### src/rtl/vga_cursor_overlay.sv
// vga_cursor_overlay: rebuilds pixel x/y from the VGA sync edges and overlays a solid rectangular cursor, one pixclk latency.
// Define CURSOR_BLINK_EN to blink the cursor with a BLINK_FRAMES half-period.
module vga_cursor_overlay #(
    parameter int H_ACTIVE     = 800,
    parameter int V_ACTIVE     = 600,
    parameter int H_AST        = 216,
    parameter int V_AST        = 27,
    parameter int CURSOR_W     = 16,
    parameter int CURSOR_H     = 16,
    parameter int BLINK_FRAMES = 30
) (
    input  logic        pixclk,
    input  logic        reset_pixclk,
    input  logic [4:0]  red_in,
    input  logic [5:0]  green_in,
    input  logic [4:0]  blue_in,
    input  logic        hsync_n_in,
    input  logic        vsync_n_in,
    input  logic        cursor_en,
    input  logic [10:0] cursor_x,
    input  logic [10:0] cursor_y,
    input  logic [15:0] cursor_color,
    output logic [4:0]  red_out,
    output logic [5:0]  green_out,
    output logic [4:0]  blue_out,
    output logic        hsync_n,
    output logic        vsync_n
);
    logic        hs_d, vs_d, hfall, vfall;
    logic [11:0] hcnt, vcnt, hpos, vpos, x, y, cx, cy;
    logic        frame_valid, shadow_en, visible, hit, blink;
    logic [10:0] shadow_x, shadow_y;
    logic [15:0] shadow_color;

    assign hfall   = hs_d & ~hsync_n_in;
    assign vfall   = vs_d & ~vsync_n_in;
    assign hpos    = hfall ? 12'd0 : (&hcnt ? hcnt : hcnt + 12'd1);
    assign vpos    = vfall ? 12'd0 : hfall ? (&vcnt ? vcnt : vcnt + 12'd1) : vcnt;
    assign x       = hpos - 12'(H_AST);
    assign y       = vpos - 12'(V_AST);
    assign cx      = {1'b0, shadow_x};
    assign cy      = {1'b0, shadow_y};
    // bit 11 is the sign of the 12-bit x/y, so negative positions fall out here
    assign visible = !x[11] && x < 12'(H_ACTIVE) && !y[11] && y < 12'(V_ACTIVE);
    assign hit     = frame_valid & shadow_en & blink & visible &
                     (x >= cx) & (x <= cx + 12'(CURSOR_W - 1)) &
                     (y >= cy) & (y <= cy + 12'(CURSOR_H - 1));

`ifdef CURSOR_BLINK_EN
    logic [5:0] blink_cnt;
    // only completed displayed frames count, so the first shown frame opens a full visible half-period
    always_ff @(posedge pixclk) begin
        if (reset_pixclk) begin
            blink_cnt <= '0;
            blink     <= 1'b1;
        end else if (vfall && frame_valid) begin
            if (blink_cnt == 6'(BLINK_FRAMES - 1)) begin
                blink_cnt <= '0;
                blink     <= ~blink;
            end else begin
                blink_cnt <= blink_cnt + 6'd1;
            end
        end
    end
`else
    assign blink = 1'b1;
`endif

    always_ff @(posedge pixclk) begin
        if (reset_pixclk) begin
            hs_d         <= 1'b1;
            vs_d         <= 1'b1;
            hcnt         <= '0;
            vcnt         <= '0;
            frame_valid  <= 1'b0;
            shadow_en    <= 1'b0;
            shadow_x     <= '0;
            shadow_y     <= '0;
            shadow_color <= '0;
            {red_out, green_out, blue_out} <= '0;
            hsync_n      <= 1'b1;
            vsync_n      <= 1'b1;
        end else begin
            hs_d <= hsync_n_in;
            vs_d <= vsync_n_in;
            hcnt <= hpos;
            vcnt <= vpos;
            if (vfall) begin
                frame_valid  <= 1'b1;
                shadow_en    <= cursor_en;
                shadow_x     <= cursor_x;
                shadow_y     <= cursor_y;
                shadow_color <= cursor_color;
            end
            {red_out, green_out, blue_out} <= hit ? shadow_color : {red_in, green_in, blue_in};
            hsync_n <= hsync_n_in;
            vsync_n <= vsync_n_in;
        end
    end
endmodule

### config.mk
export PLATFORM = sky130hd
export DESIGN_NAME = vga_cursor_overlay
export DESIGN_NICKNAME = d
export VERILOG_FILES = /design/src/rtl/vga_cursor_overlay.sv
export SDC_FILE = /design/constraint.sdc
export NUM_CORES = 1
export LEC_CHECK = 0
export ABC_AREA = 1
export CAP_MARGIN = 0
export CORE_MARGIN = 2
export CORE_UTILIZATION = 45
export DETAILED_ROUTE_END_ITERATION = 12
export PLACE_DENSITY_LB_ADDON = 0.25
export SYNTH_ARGS = -nofsm -noshare
export SYNTH_HDL_FRONTEND = slang
export SYNTH_SLANG_ARGS = --single-unit
### constraint.sdc
create_clock -name pixclk -period 4.96 [get_ports pixclk]
set_input_delay 0.496 -clock pixclk [delete_from_list [all_inputs] [get_ports pixclk]]
set_output_delay 0.496 -clock pixclk [all_outputs]
set_load 0.03 [all_outputs]
==> results of run 1 <==
-- stage by stage --
| stage | power [mW] | instance area (um2) | hold slack (ns) |
|---|---|---|---|
| 2_1_floorplan | 1.069 | 5431 | 0.4301 |
| 3_5_place_dp | 1.184 | 6267 | 0.4509 |
| 6_report | 1.851 | 6578 | 0.4555 |
| 4_1_cts | 1.870 | 6570 | 0.4605 |
| 3_3_place_gp | 1.171 | 6267 | 0.4416 |
| 5_1_grt | 1.963 | 6578 | 0.4734 |
-- critical path, delay by kind of cell, from the launching register on --
family / cells / cell delay [ns]
flip-flops: 1 / 0.36
AND/OR/NAND/NOR: 16 / 2.06
XOR/XNOR: 1 / 0.22
buffers and inverters: 3 / 0.38
AO/OA/AOI/OAI: 5 / 0.66
adder cells (fa/ha/maj): 3 / 0.63
-- routing by layer --
layer	vias to the layer above	part of all wire, %	global-route usage [%]	wire [um]
li1	2605	-	-	-
met1	2179	48	24.71	5761
met2	93	45	32.02	5428
met3	19	4.8	4.145	573
met4	0	2.2	8.943	265
met5	-	0	0	0
-- layout make-up --
class / count / area (um2)
repair buffers: 80 / 803.3
fillers: 1115 / 5334
clock buffers: 10 / 239.0
well taps: 147 / 183.9
clock inverters: 5 / 63.81
inverters: 91 / 341.6
multi-input cells: 556 / 3304
flip-flops and latches: 82 / 1642
-- state kept, by name, indices dropped and copies added, names as in the netlist, 5 cells and up --
name / count
hcnt: 12
vcnt: 12
blue_out: 5
red_out: 5
shadow_color: 16
shadow_y: 11
green_out: 6
shadow_x: 11
-- power by group through the flow --
stage,clock (mW),combinational [mW],sequential [mW]
floorplan,0,0.325,0.744
global placement,0,0.439,0.732
detailed placement,0,0.452,0.732
CTS,0.697,0.455,0.718
global route,0.725,0.516,0.722
finish,0.680,0.453,0.718
-- layout by cell type (no fill, tap or decap), drive strengths merged, types with 4 or more instances in the layout --
| master | synthesis | routed |
|---|---|---|
| a211oi | 4 | 4 |
| dfxtp | 82 | 82 |
| xnor2 | 7 | 7 |
| clkbuf | 15 | 10 |
| nor2 | 92 | 92 |
| a21oi | 78 | 78 |
| o21ai | 58 | 58 |
| buf | 12 | 4 |
| nor3 | 13 | 13 |
| inv | 90 | 91 |
| nand4 | 9 | 9 |
| xor2 | 27 | 27 |
| clkdlybuf4s50 | 0 | 76 |
| nand3 | 66 | 66 |
| nand2 | 137 | 137 |
| ha | 51 | 51 |
-- cell families after synthesis --
kind of cell	Yosys count	share of synthesized area, %
and+or+nand+nor	323	28.38
buffers and inverters	118	9.122
DFF	82	30.22
xor gates and xnor gates	34	5.483
adders and majority gates	51	11.75
AOI/OAI and AO/OA	148	15.04
-- path summary, 6_finish.rpt --
| path | slack, ns | cells past startpoint | endpoint |
|---|---|---|---|
| setup / recovery | 0.53 | 28 | red_out[1] |
| hold / removal | 0.46 | 2 | shadow_color[12] |
| setup reg to reg | 0.53 | 28 | red_out[1] |
| hold reg to reg | 0.46 | 2 | shadow_color[12] |
-- what timing repair did --
item,4_1_cts,5_1_grt
gates resized for setup,0,1
setup buffers,0,0
setup endpoints to repair,0,13
endpoints found under the hold margin,0,0
==> results.yml, run 1 <==
status:
  status: "finished, final reports clean"
logic_synthesis:
  seq_area_frac_synth_pct: 30.22
  synth_common_cells: "nand2_1 (128), inv_1 (86), dfxtp_1 (82), nor2_1 (81), a21oi_1 (67)"
  ys_ff_latch: 82
  synth.avg_cell_area_um2: 7.184
  post-synth-top-count-cell: "nand2_1"
  synth_top_area_share_pct: 30.22
  ys_top_cells_by_area: "dfxtp_1 (30%), ha_1 (12%), nand2_1 (8.8%)"
  syn_inst: 756
  ys_warn_count: 0
  async_reset_ff_share_pct: 0
  synth_nets: 866
  yosysUniqueCellTypes: 39
  yosysTopAreaCell: "dfxtp_1"
  ys.flop_type: "dfxtp_1"
  synth_edf_count: 0
  netlist_area_mm2: 0.005431
routing:
  ant_nets: 0
  wl_per_cell_um: 12.39
  drt-total-wl_um: 12030
  viasPerCell: 5.042
  drc_errors: 0
  drt-pass1-iter-count: 4
  drt-initial-drc-count: 166
  via_count: 4896
finish:
  layout-drive-gt1-share_pct: 9.102
  final_cell_count_no_fill: 971
  post-route-util_pct: 55.22
  layout.nets: 930
  antenna_cells: 0
  syn_to_final_growth_pct: 21.10
sta:
  rsz0062_at_grt: "false"
  drv_slew: 0
  tightest_slew_ns: 1.004
  hold_viol_final: 0
  min_period_ns: 4.428
  period_share_pct: 89.28
  setup_viol: 0
  setup_tns_ns: 0
  final.setup.worst_slack_ns: 0.5317
  slew_headroom_pct: 32.84
  clock_skew_ns: 0.008071
  fmax_mhz: 225.8
place:
  io_buffers: 76
  placedCellCount: 956
  place.gp.congestion: 0.8963
  place_ws_ns: 0.4477
  hpwlAfterDp_um: 9254
power:
  internal_power_mw: 1.283
  clkPwrFrac_pct: 36.7
  p_switching_mw: 0.5681
  power.density_mw_per_mm2: 281.4
  p_seq_share_pct: 38.8
  vdd_drop_max_mv: 0.1681
  combPwrFrac_pct: 24.5
  swShare_pct: 30.70
  leakagePower_nw: 2.872
critical_path:
  cpMaxStageDelayCell: "dfxtp_1"
  cpMostUsedCell: "nand2_1"
  crit_fanout: 32
  crit_required_ns: 5.20
  cp.arrival_ns: 4.66
  r2r_start: "hcnt[1]"
  critPathLaunch: "hcnt[1]"
  cpPeakStageDelay_ns: 0.36
  path_class: "register to register"
  critPathCaptureType: "register"
  crit_path_start_kind: "register"
clocking:
  cts_root_buffer: "clkbuf_16"
  holdBufCountCts: 0
  htreeDepth: 3
  path_clk_slew_ns: 0.06
  worstSkewPairLatency_ns: 0.34
  cts_buffer_depth: 2
  cts.sinks: 82
  cts_tree: "done"
  tritoncts.num_buffers: 9
hold_path:
  hp-start: "shadow_color[12]"
  holdCritPathClass: "register to register"
floorplan:
  die-area_mm2: 0.01297
  start_util_pct: 45.60
  ios: 77
  rows: 40
  fp.dieH_um: 113.9
  fp.dieW_um: 113.9
  core_area_mm2: 0.01191
flow_run:
  max_cap_violations: 0
global_routing:
  overflow: 0
  grt_pass1_vias: 4731
  grt_usage_pct: 19.53
  antenna_found_initial: 0
  grt_pass1_wl_um: 20710
  grt_max_degree: 58
No activity file was read; power rests on OpenSTA's default activity.
==> run 2: changes to the inputs <==
--- a/config.mk
+++ b/config.mk
@@ -7,7 +7,7 @@
 export LEC_CHECK = 0
 export ABC_AREA = 1
 export CAP_MARGIN = 0
-export CORE_MARGIN = 2
+export CORE_MARGIN = 4
 export CORE_UTILIZATION = 45
 export DETAILED_ROUTE_END_ITERATION = 12
 export PLACE_DENSITY_LB_ADDON = 0.25
==> run 2 against run 1 <==
Net effect:
- register-to-register slack improved by 0.03 ns
- critical path depth did not move
- first-iteration DRC count increased by 4.2%
- non-clock buffer count is 1 higher
- wire length is 3.5% higher
- count of clock-buffer cells in the layout stayed put
- power down 1.8%
- utilization increased by 1.3 points
- sequential power hardly changed
- critical path type unchanged
- highest routed layer unchanged
==> results.yml, run 2 (synthesis results as in run 1) <==
critical_path:
  cpMostUsedCell: "nand2_1"
  cpMaxStageDelayCell: "dfxtp_1"
  cpPeakStageDelay_ns: 0.36
  crit_fanout: 32
  critPathCaptureType: "register"
  crit_required_ns: 5.20
  cp.arrival_ns: 4.63
  path_class: "register to register"
  crit_path_start_kind: "register"
global_routing:
  grt_pass1_wl_um: 21320
  grt_usage_pct: 18.01
  grt_max_degree: 60
  grt_pass1_vias: 4897
  antenna_found_initial: 0
  overflow: 0
sta:
  clock_skew_ns: 0.006025
  slew_headroom_pct: 66.09
  setup_viol: 0
  drv_slew: 0
  setup_tns_ns: 0
  fmax_mhz: 227.6
  tightest_slew_ns: 0.5087
  rsz0062_at_grt: "false"
  min_period_ns: 4.394
  hold_viol_final: 0
  period_share_pct: 88.58
clocking:
  cts_buffer_depth: 2
  path_clk_slew_ns: 0.06
  cts_root_buffer: "clkbuf_16"
  cts.sinks: 82
  worstSkewPairLatency_ns: 0.34
  cts_tree: "done"
  htreeDepth: 3
  tritoncts.num_buffers: 9
routing:
  ant_nets: 0
  drt-pass1-iter-count: 4
  via_count: 4934
  drt-initial-drc-count: 173
  drc_errors: 0
  drt-total-wl_um: 12450
  viasPerCell: 5.092
  wl_per_cell_um: 12.85
floorplan:
  die-area_mm2: 0.01389
  start_util_pct: 46.77
  core_area_mm2: 0.01161
  rows: 39
  fp.dieW_um: 117.9
  fp.dieH_um: 117.9
  ios: 77
hold_path:
  holdCritPathClass: "register to register"
finish:
  antenna_cells: 0
  layout_commonest_cell: "nand2_1"
  final_cell_mix: "nand2_1 (127), inv_1 (86), dfxtp_1 (82)"
  layout.nets: 931
  regMostFlops: "shadow_color"
  fillers: 1090
  layout-drive-gt1-share_pct: 9.322
  final_area_mm2: 0.006566
  largest_reg_flops: 16
  reg.largest.list: "shadow_color: 16 flops, hcnt: 12 flops, vcnt: 12 flops"
  post-route-util_pct: 56.54
  syn_to_final_growth_pct: 20.89
place:
  place.gp.congestion: 0.9192
  hpwlAfterDp_um: 9604
  place_area_mm2: 0.006270
  io_buffers: 76
power:
  leakagePower_nw: 2.867
  power.density_mw_per_mm2: 276.9
  vdd_drop_max_mv: 0.2065
flow_run:
  max_cap_violations: 0
status:
  status: "finished, final reports clean"
## run 2: cell count changes in the layout (fill, tap and decap cells not counted), sizes merged
cell and change:
bufinv -1, clkinv +1, clkinvlp +1, buf +1
## run 2: final cells by class
cell class / count / area [um2] / share of cell area [%]
flip-flops and latches: 82 / 1642 / 25.00
multi-input cells: 556 / 3304 / 50.32
inverters: 91 / 341.6 / 5.202
well taps: 143 / 178.9 / 2.725
clock buffers: 10 / 239.0 / 3.639
clock inverters: 6 / 50.05 / 0.7622
repair buffers: 81 / 810.8 / 12.35
## run 2: repair_timing
action | in CTS | in global routing
resized for setup | 0 | 1
hold buffers | 0 | 0
buffers inserted | 0 | 0
endpoints found under the setup margin | 0 | 2
## run 2: worst max-delay path: cells and delay by family (launching register included)
family	cells	cell delay, ns
buffers and inverters	3	0.38
DFF	1	0.36
and+or+nand+nor	16	2.04
adders and majority gates	3	0.63
AOI/OAI and AO/OA	5	0.62
xor gates and xnor gates	1	0.22
## run 2: worst paths after layout
| kind | depth (start not counted) | slack (ns) | end | start |
|---|---|---|---|---|
| setup / recovery | 28 | 0.57 | green_out[5] | hcnt[0] |
| hold / removal | 2 | 0.46 | shadow_color[11] | shadow_color[11] |
| setup reg to reg | 28 | 0.57 | green_out[5] | hcnt[0] |
| hold reg to reg | 2 | 0.46 | shadow_color[11] | shadow_color[11] |
## run 2: through the flow
step	power (mW)	hold slack [ns]	setup WS [ns]	instances
2_1_floorplan	1.069	0.4301	1.190	756
3_3_place_gp	1.171	0.4403	0.5359	953
3_5_place_dp	1.188	0.4534	0.3996	953
4_1_cts	1.836	0.4626	0.4514	969
5_1_grt	1.923	0.4884	0.04195	969
6_report	1.818	0.4569	0.5665	969
## run 2: per-layer routing
metal	part of all wire [%]	up-vias	wire (um)	GRT usage (%)
li1	-	2619	-	-
met1	49	2225	6079	22.90
met5	0	-	0	0
met3	3.8	17	470	4.037
met2	45	73	5655	29.72
met4	2.0	0	246	6.960
## run 2: where the power goes
part / internal, mW / total (mW) / switching, mW
Combinational: 0.183 / 0.456 / 0.274
Clock: 0.357 / 0.643 / 0.286
Sequential: 0.697 / 0.718 / 0.0209
==> run 3: changes to the inputs <==
--- a/config.mk
+++ b/config.mk
@@ -6,9 +6,9 @@
 export NUM_CORES = 1
 export LEC_CHECK = 0
 export ABC_AREA = 1
-export CAP_MARGIN = 0
 export CORE_MARGIN = 4
 export CORE_UTILIZATION = 45
+export CTS_CLUSTER_DIAMETER = 100
 export DETAILED_ROUTE_END_ITERATION = 12
 export PLACE_DENSITY_LB_ADDON = 0.25
 export SYNTH_ARGS = -nofsm -noshare
==> results of run 3 <==
The final DEF is identical to that of run 2; final timing and power are the same.
==> RTL change 1 (settings of run 3) <==
Build with the macro `CURSOR_BLINK_EN` defined.
--- a/src/rtl/vga_cursor_overlay.sv
+++ b/src/rtl/vga_cursor_overlay.sv
@@ -1,4 +1,6 @@
 // vga_cursor_overlay: rebuilds pixel x/y from the VGA sync edges and overlays a solid rectangular cursor, one pixclk latency.
 // Define CURSOR_BLINK_EN to blink the cursor with a BLINK_FRAMES half-period.
+`define CURSOR_BLINK_EN
+
 module vga_cursor_overlay #(
     parameter int H_ACTIVE     = 800,
Check against the original RTL: same outputs for any inputs over 10 cycles, from zero or initial values and one cycle with reset_pixclk high; that may be too few to reach the edited logic, so the function may still have changed.
==> RTL change 1 against run 3 <==
Routed wire length rose by 1.7%. Sequential cell count rose by 7. Worst setup slack better by 0.044 ns. Total power grew 6.0%. Clock skew increased by 0.0050 ns. Clock power increased by 8.4%. Area after synthesis grew 4.6%. Sequential power up 8.1%. Cell area rose by 4.3%. Non-clock buffer count fell by 1. Global-route usage grew 0.28 points. Synthesized cell count rose by 7.0%. Highest routed layer unchanged.
==> RTL change 1: results (changes against run 3) <==
[synthesis]
synthXorXnorAreaFrac_pct=5.242  ; was 5.483%
synth_area_leaders=dfxtp_1, ha_1, nand2_1  ; unchanged
synth_compound_area_share_pct=14.74  ; was 15.04%
ys_seq_area_share_pct=31.37  ; was 30.22%
syn_nets=921  ; was 866
synthTopCellsByCount=nand2_1, inv_1, dfxtp_1  ; unchanged
muxShareOfSynthArea_pct=0  ; unchanged
yosys.cell_types.count=41  ; was 39
syn_inst=809  ; was 756
yosysWarnings=0  ; unchanged
synthAdderAreaFrac_pct=11.67  ; was 11.75%

[power]
irDropWorstVdd_mv=0.2372  ; was 0.2065 mV
p_comb_share_pct=23.5  ; was 25.1%
pg_clk_mw=0.697  ; was 0.643 mW
leakage_nw=2.980  ; was 2.867 nW
p_sw_share_pct=31.08  ; was 31.95%

[detailed_routing]
wl_met2_um=6019  ; was 5655 µm
dr_wl_met3_um=429  ; was 470 µm
dr.pass1.iters=5  ; was 4
drt_iter0_drc=237  ; was 173
met1_length_um=6009  ; was 6079 µm
wirelength_um=12670  ; was 12450 µm
vias_per_cell=4.956  ; was 5.092

[place]
io_buffer_count=76  ; unchanged
placed_area_um2=6541  ; was 6270 µm²
place_congestion=0.8450  ; was 0.9192
dp_hpwl_um=9322  ; was 9604 µm
dp_slack_ns=0.5017  ; was 0.3996 ns

[finish]
drive_above_1_share_pct=6.598  ; was 9.322%
nets=986  ; was 931
final_cells=1047  ; was 969

[global_route]
grt_first_pass_wirelength_um=22070  ; was 21320 µm
grt_max_degree=77  ; was 60
antenna_found_initial=0  ; unchanged
grt_usage_pct=18.29  ; was 18.01%
grt_pass1_vias=4933  ; was 4897

[worst_setup_path]
crit_fanout=16  ; was 32
slowest_stage=nor2_4  ; was dfxtp_1
worstReg2RegEnd=blue_out[3]$_SDFF_PP0_  ; was green_out[5]$_SDFF_PP0_
r2r_slack_ns=0.61  ; was 0.57 ns
cp_slowest_stage_delay_ns=0.41  ; was 0.36 ns

[sta]
whs_ns=0.4552  ; was 0.4569 ns
timing.final.crit_share_pct=87.68  ; was 88.58%
worstMarginPinSlew_ns=0.7790  ; was 0.5087 ns
fin_skew_ns=0.01100  ; was 0.006025 ns

[clock_tree]
cts_resized=0  ; unchanged
clockBufferDepth=2  ; unchanged
insertion_delay_ns=0.36  ; was 0.34 ns

[hold_path]
min_to=shadow_color[12]$_SDFFE_PP0P_  ; was shadow_color[11]$_SDFFE_PP0P_
hold_path_startpoint=shadow_color[12]$_SDFFE_PP0P_  ; was shadow_color[11]$_SDFFE_PP0P_

[outcome]
status=complete, no violations  ; unchanged

==> RTL change 1: metal layers <==
metal | vias up | track usage, %
li1 | 2780 | -
met2 | 73 | 31.51
met4 | 0 | 6.091
met5 | - | 0
met1 | 2320 | 22.78
met3 | 16 | 3.835
==> RTL change 1: logic make-up (layout without fill, tap and decap cells) <==
logic type               count (synthesis)  count (layout)
AO/OA/AOI/OAI                          158             158
AND/OR/NAND/NOR                        350             351
XOR/XNOR                                34              34
buffers and inverters                  125             194
flip-flops                              89              89
adder cells (fa/ha/maj)                 53              53
==> RTL change 1: area by class of cell <==
| class | count | area (µm²) |
|---|---|---|
| sequential | 89 | 1782 |
| timing repair buffer | 80 | 790.8 |
| fill | 1165 | 5314 |
| clock buffer | 10 | 229.0 |
| clock inverter | 6 | 66.31 |
| tap | 168 | 210.2 |
| multi-input combinational | 596 | 3402 |
| inverter | 98 | 367.9 |
==> RTL change 2 (flow settings as in run 3) <==
Without the edit above. Register the output `green_out`, cleared by the reset; this adds one clock of latency there. The other outputs are not delayed to match.
--- a/src/rtl/vga_cursor_overlay.sv
+++ b/src/rtl/vga_cursor_overlay.sv
@@ -27,4 +27,6 @@
     output logic        vsync_n
 );
+
+    logic [5:0] green_d;
     logic        hs_d, vs_d, hfall, vfall;
     logic [11:0] hcnt, vcnt, hpos, vpos, x, y, cx, cy;
@@ -78,5 +80,5 @@
             shadow_y     <= '0;
             shadow_color <= '0;
-            {red_out, green_out, blue_out} <= '0;
+            {red_out, green_d, blue_out} <= '0;
             hsync_n      <= 1'b1;
             vsync_n      <= 1'b1;
@@ -93,9 +95,17 @@
                 shadow_color <= cursor_color;
             end
-            {red_out, green_out, blue_out} <= hit ? shadow_color : {red_in, green_in, blue_in};
+            {red_out, green_d, blue_out} <= hit ? shadow_color : {red_in, green_in, blue_in};
             hsync_n <= hsync_n_in;
             vsync_n <= vsync_n_in;
         end
     end
+    always_ff @(posedge pixclk) begin
+        if (reset_pixclk) begin
+            green_out <= '0;
+        end else begin
+            green_out <= green_d;
+        end
+    end
+
 endmodule
 
Formal check against the unedited RTL: not equivalent (a bounded check fails within 4 cycles, from zero or initial values and one cycle with reset_pixclk high).
==> RTL change 2 against run 3 <==
Combinational power fell by 2%. Sequential cell count rose by 6. Worst setup slack improved by 0.088 ns. Cell area rose by 4.2%. Maximum frequency rose by 2.0%. Total power rose by 6.4%. Routed wire length rose by 0.22%. Sequential power rose by 7.2%. Area after synthesis rose by 4.3%. Critical endpoint is now red_out[3]$_SDFF_PP0_.
==> RTL change 2: results (changes against run 3) <==
[global_route]
grt_max_degree=58  ; was 60
grt_pass1_vias=4805  ; was 4897
grt_usage_pct=17.77  ; was 18.01%
antenna_found_initial=0  ; unchanged
grt_first_pass_wirelength_um=21410  ; was 21320 µm

[sta]
relSlewSlack_pct=64.35  ; was 66.09%
fin_skew_ns=0.008432  ; was 0.006025 ns

[clock_tree]
cts-root-buf=clkbuf_16  ; unchanged
clockBufferDepth=2  ; unchanged
cts_setup_buffers=0  ; unchanged
htreeDepth=3  ; unchanged
insertion_delay_ns=0.35
numCtsBuffers=9  ; unchanged

[detailed_routing]
wirelength_um=12480  ; was 12450 µm
vias=5059  ; was 4934
dr.pass1.iters=4  ; unchanged
drt_iter0_drc=203  ; was 173

[outcome]
status=complete, no violations  ; unchanged

[finish]
drive_above_1_share_pct=8.009  ; was 9.322%
fill_cells=1169  ; was 1090
nets=979  ; was 931

[worst_setup_path]
crit_fanout=32  ; unchanged
startpoint_type=register  ; unchanged
slowest_stage=dfxtp_1  ; unchanged
cp_slowest_stage_delay_ns=0.37
cp.arrival_ns=4.55  ; was 4.63 ns
r2r_start=hcnt[0]$_SDFF_PP0_  ; unchanged

[hold_path]
hold_path_startpoint=green_d[2]$_SDFF_PP0_  ; was shadow_color[11]$_SDFFE_PP0P_
hold_class=reg -> reg  ; unchanged

[place]
place_congestion=0.8404  ; was 0.9192
dp_hpwl_um=9371  ; was 9604 µm
io_buffer_count=76  ; unchanged

[synthesis]
synthArstFlopShare_pct=0  ; unchanged
synthXorXnorAreaFrac_pct=4.792  ; was 5.483%
synthTopCellsByCount=nand2_1, inv_1, dfxtp_1, nor2_1, a21oi_1  ; was nand2_1, inv_1, dfxtp_1
yosysWarnings=0  ; unchanged
ys_seq_area_share_pct=31.10  ; was 30.22%
muxShareOfSynthArea_pct=0  ; unchanged
synthAdderAreaFrac_pct=11.26  ; was 11.75%
synth_compound_area_share_pct=12.32  ; was 15.04%
syn_nets=912  ; was 866
yosys.cell_types.count=36  ; was 39
synth_area_leaders=dfxtp_1, ha_1, nand2_1  ; unchanged

[power]
irDropWorstVdd_mv=0.1411  ; was 0.2065 mV
leakage_nw=3.046  ; was 2.867 nW

RTL change 2: changes by cell type in the layout (fill, tap and decap cells not counted), sizes merged, moves of 3 or more:
cell,before,now
nor2,92,103
inv,91,108
nand3,66,72
nand2,137,161
dfxtp,82,88
nand3b,1,4
o21ai,58,49
a21oi,78,72
RTL change 2: kinds of logic after synthesis:
group	Yosys count
AO/OA/AOI/OAI	133
XOR/XNOR	31
adder cells (fa/ha/maj)	51
buffers and inverters	130
flip-flops	88
AND/OR/NAND/NOR	369
RTL change 2: area by class of cell:
| type | count | share of cell area (%) |
|---|---|---|
| Clock buffer | 9 | 3.291 |
| Clock inverter | 7 | 1.243 |
| Inverter | 104 | 5.740 |
| Multi-Input combinational cell | 584 | 49.09 |
| Sequential cell | 88 | 25.74 |
| Tap cell | 168 | 3.071 |
| Timing Repair Buffer | 82 | 11.83 |
RTL change 2: worst max-delay path, delay by kind of cell (launching register included):
family | cells | cell delay (ns)
AO/OA/AOI/OAI | 4 | 0.58
XOR/XNOR | 1 | 0.20
adder cells (fa/ha/maj) | 3 | 0.66
buffers and inverters | 2 | 0.31
flip-flops | 1 | 0.37
AND/OR/NAND/NOR | 19 | 2.06
RTL change 2: worst paths after layout:
kind / endpoint / cells after the start / slack, ns
min: green_out[2]$_SDFF_PP0_ / 2 / 0.40
min reg2reg: green_out[2]$_SDFF_PP0_ / 2 / 0.40
max: red_out[3]$_SDFF_PP0_ / 29 / 0.65
max reg2reg: red_out[3]$_SDFF_PP0_ / 29 / 0.65
RTL change 2: metrics by stage:
step | setup WS, ns | hold slack [ns] | instance area, µm² | std cells | total power [mW]
after CTS | 0.5011 | 0.4037 | 6833 | 1042 | 1.955
after global routing | 0.02100 | 0.4354 | 6844 | 1042 | 2.045
after detailed placement | 0.2812 | 0.3942 | 6523 | 1026 | 1.233
after global placement | 0.3186 | 0.3908 | 6523 | 1026 | 1.228
final | 0.6545 | 0.4046 | 6844 | 1042 | 1.935
after floorplan | 1.230 | 0.3883 | 5665 | 802 | 1.119
RTL change 2: per-layer routing:
metal | track usage (%) | wire length (µm) | vias to the layer above
met1 | 23.36 | 6082 | 2230
met4 | 4.724 | 113 | 0
met5 | 0 | 0 | -
li1 | - | - | 2736
met3 | 4.677 | 733 | 9
met2 | 28.94 | 5548 | 84
RTL change 2: where the power goes:
group / switching [mW] / internal (mW) / leakage, nW
Combinational: 0.266 / 0.181 / 2.17
Clock: 0.316 / 0.402 / 0.153
Sequential: 0.0228 / 0.747 / 0.726
RTL change 2: what timing repair did:
| item | CTS | global route |
|---|---|---|
| hold buffers | 0 | 0 |
| endpoints found under the setup margin | 0 | 16 |
| gates resized for setup | 0 | 2 |
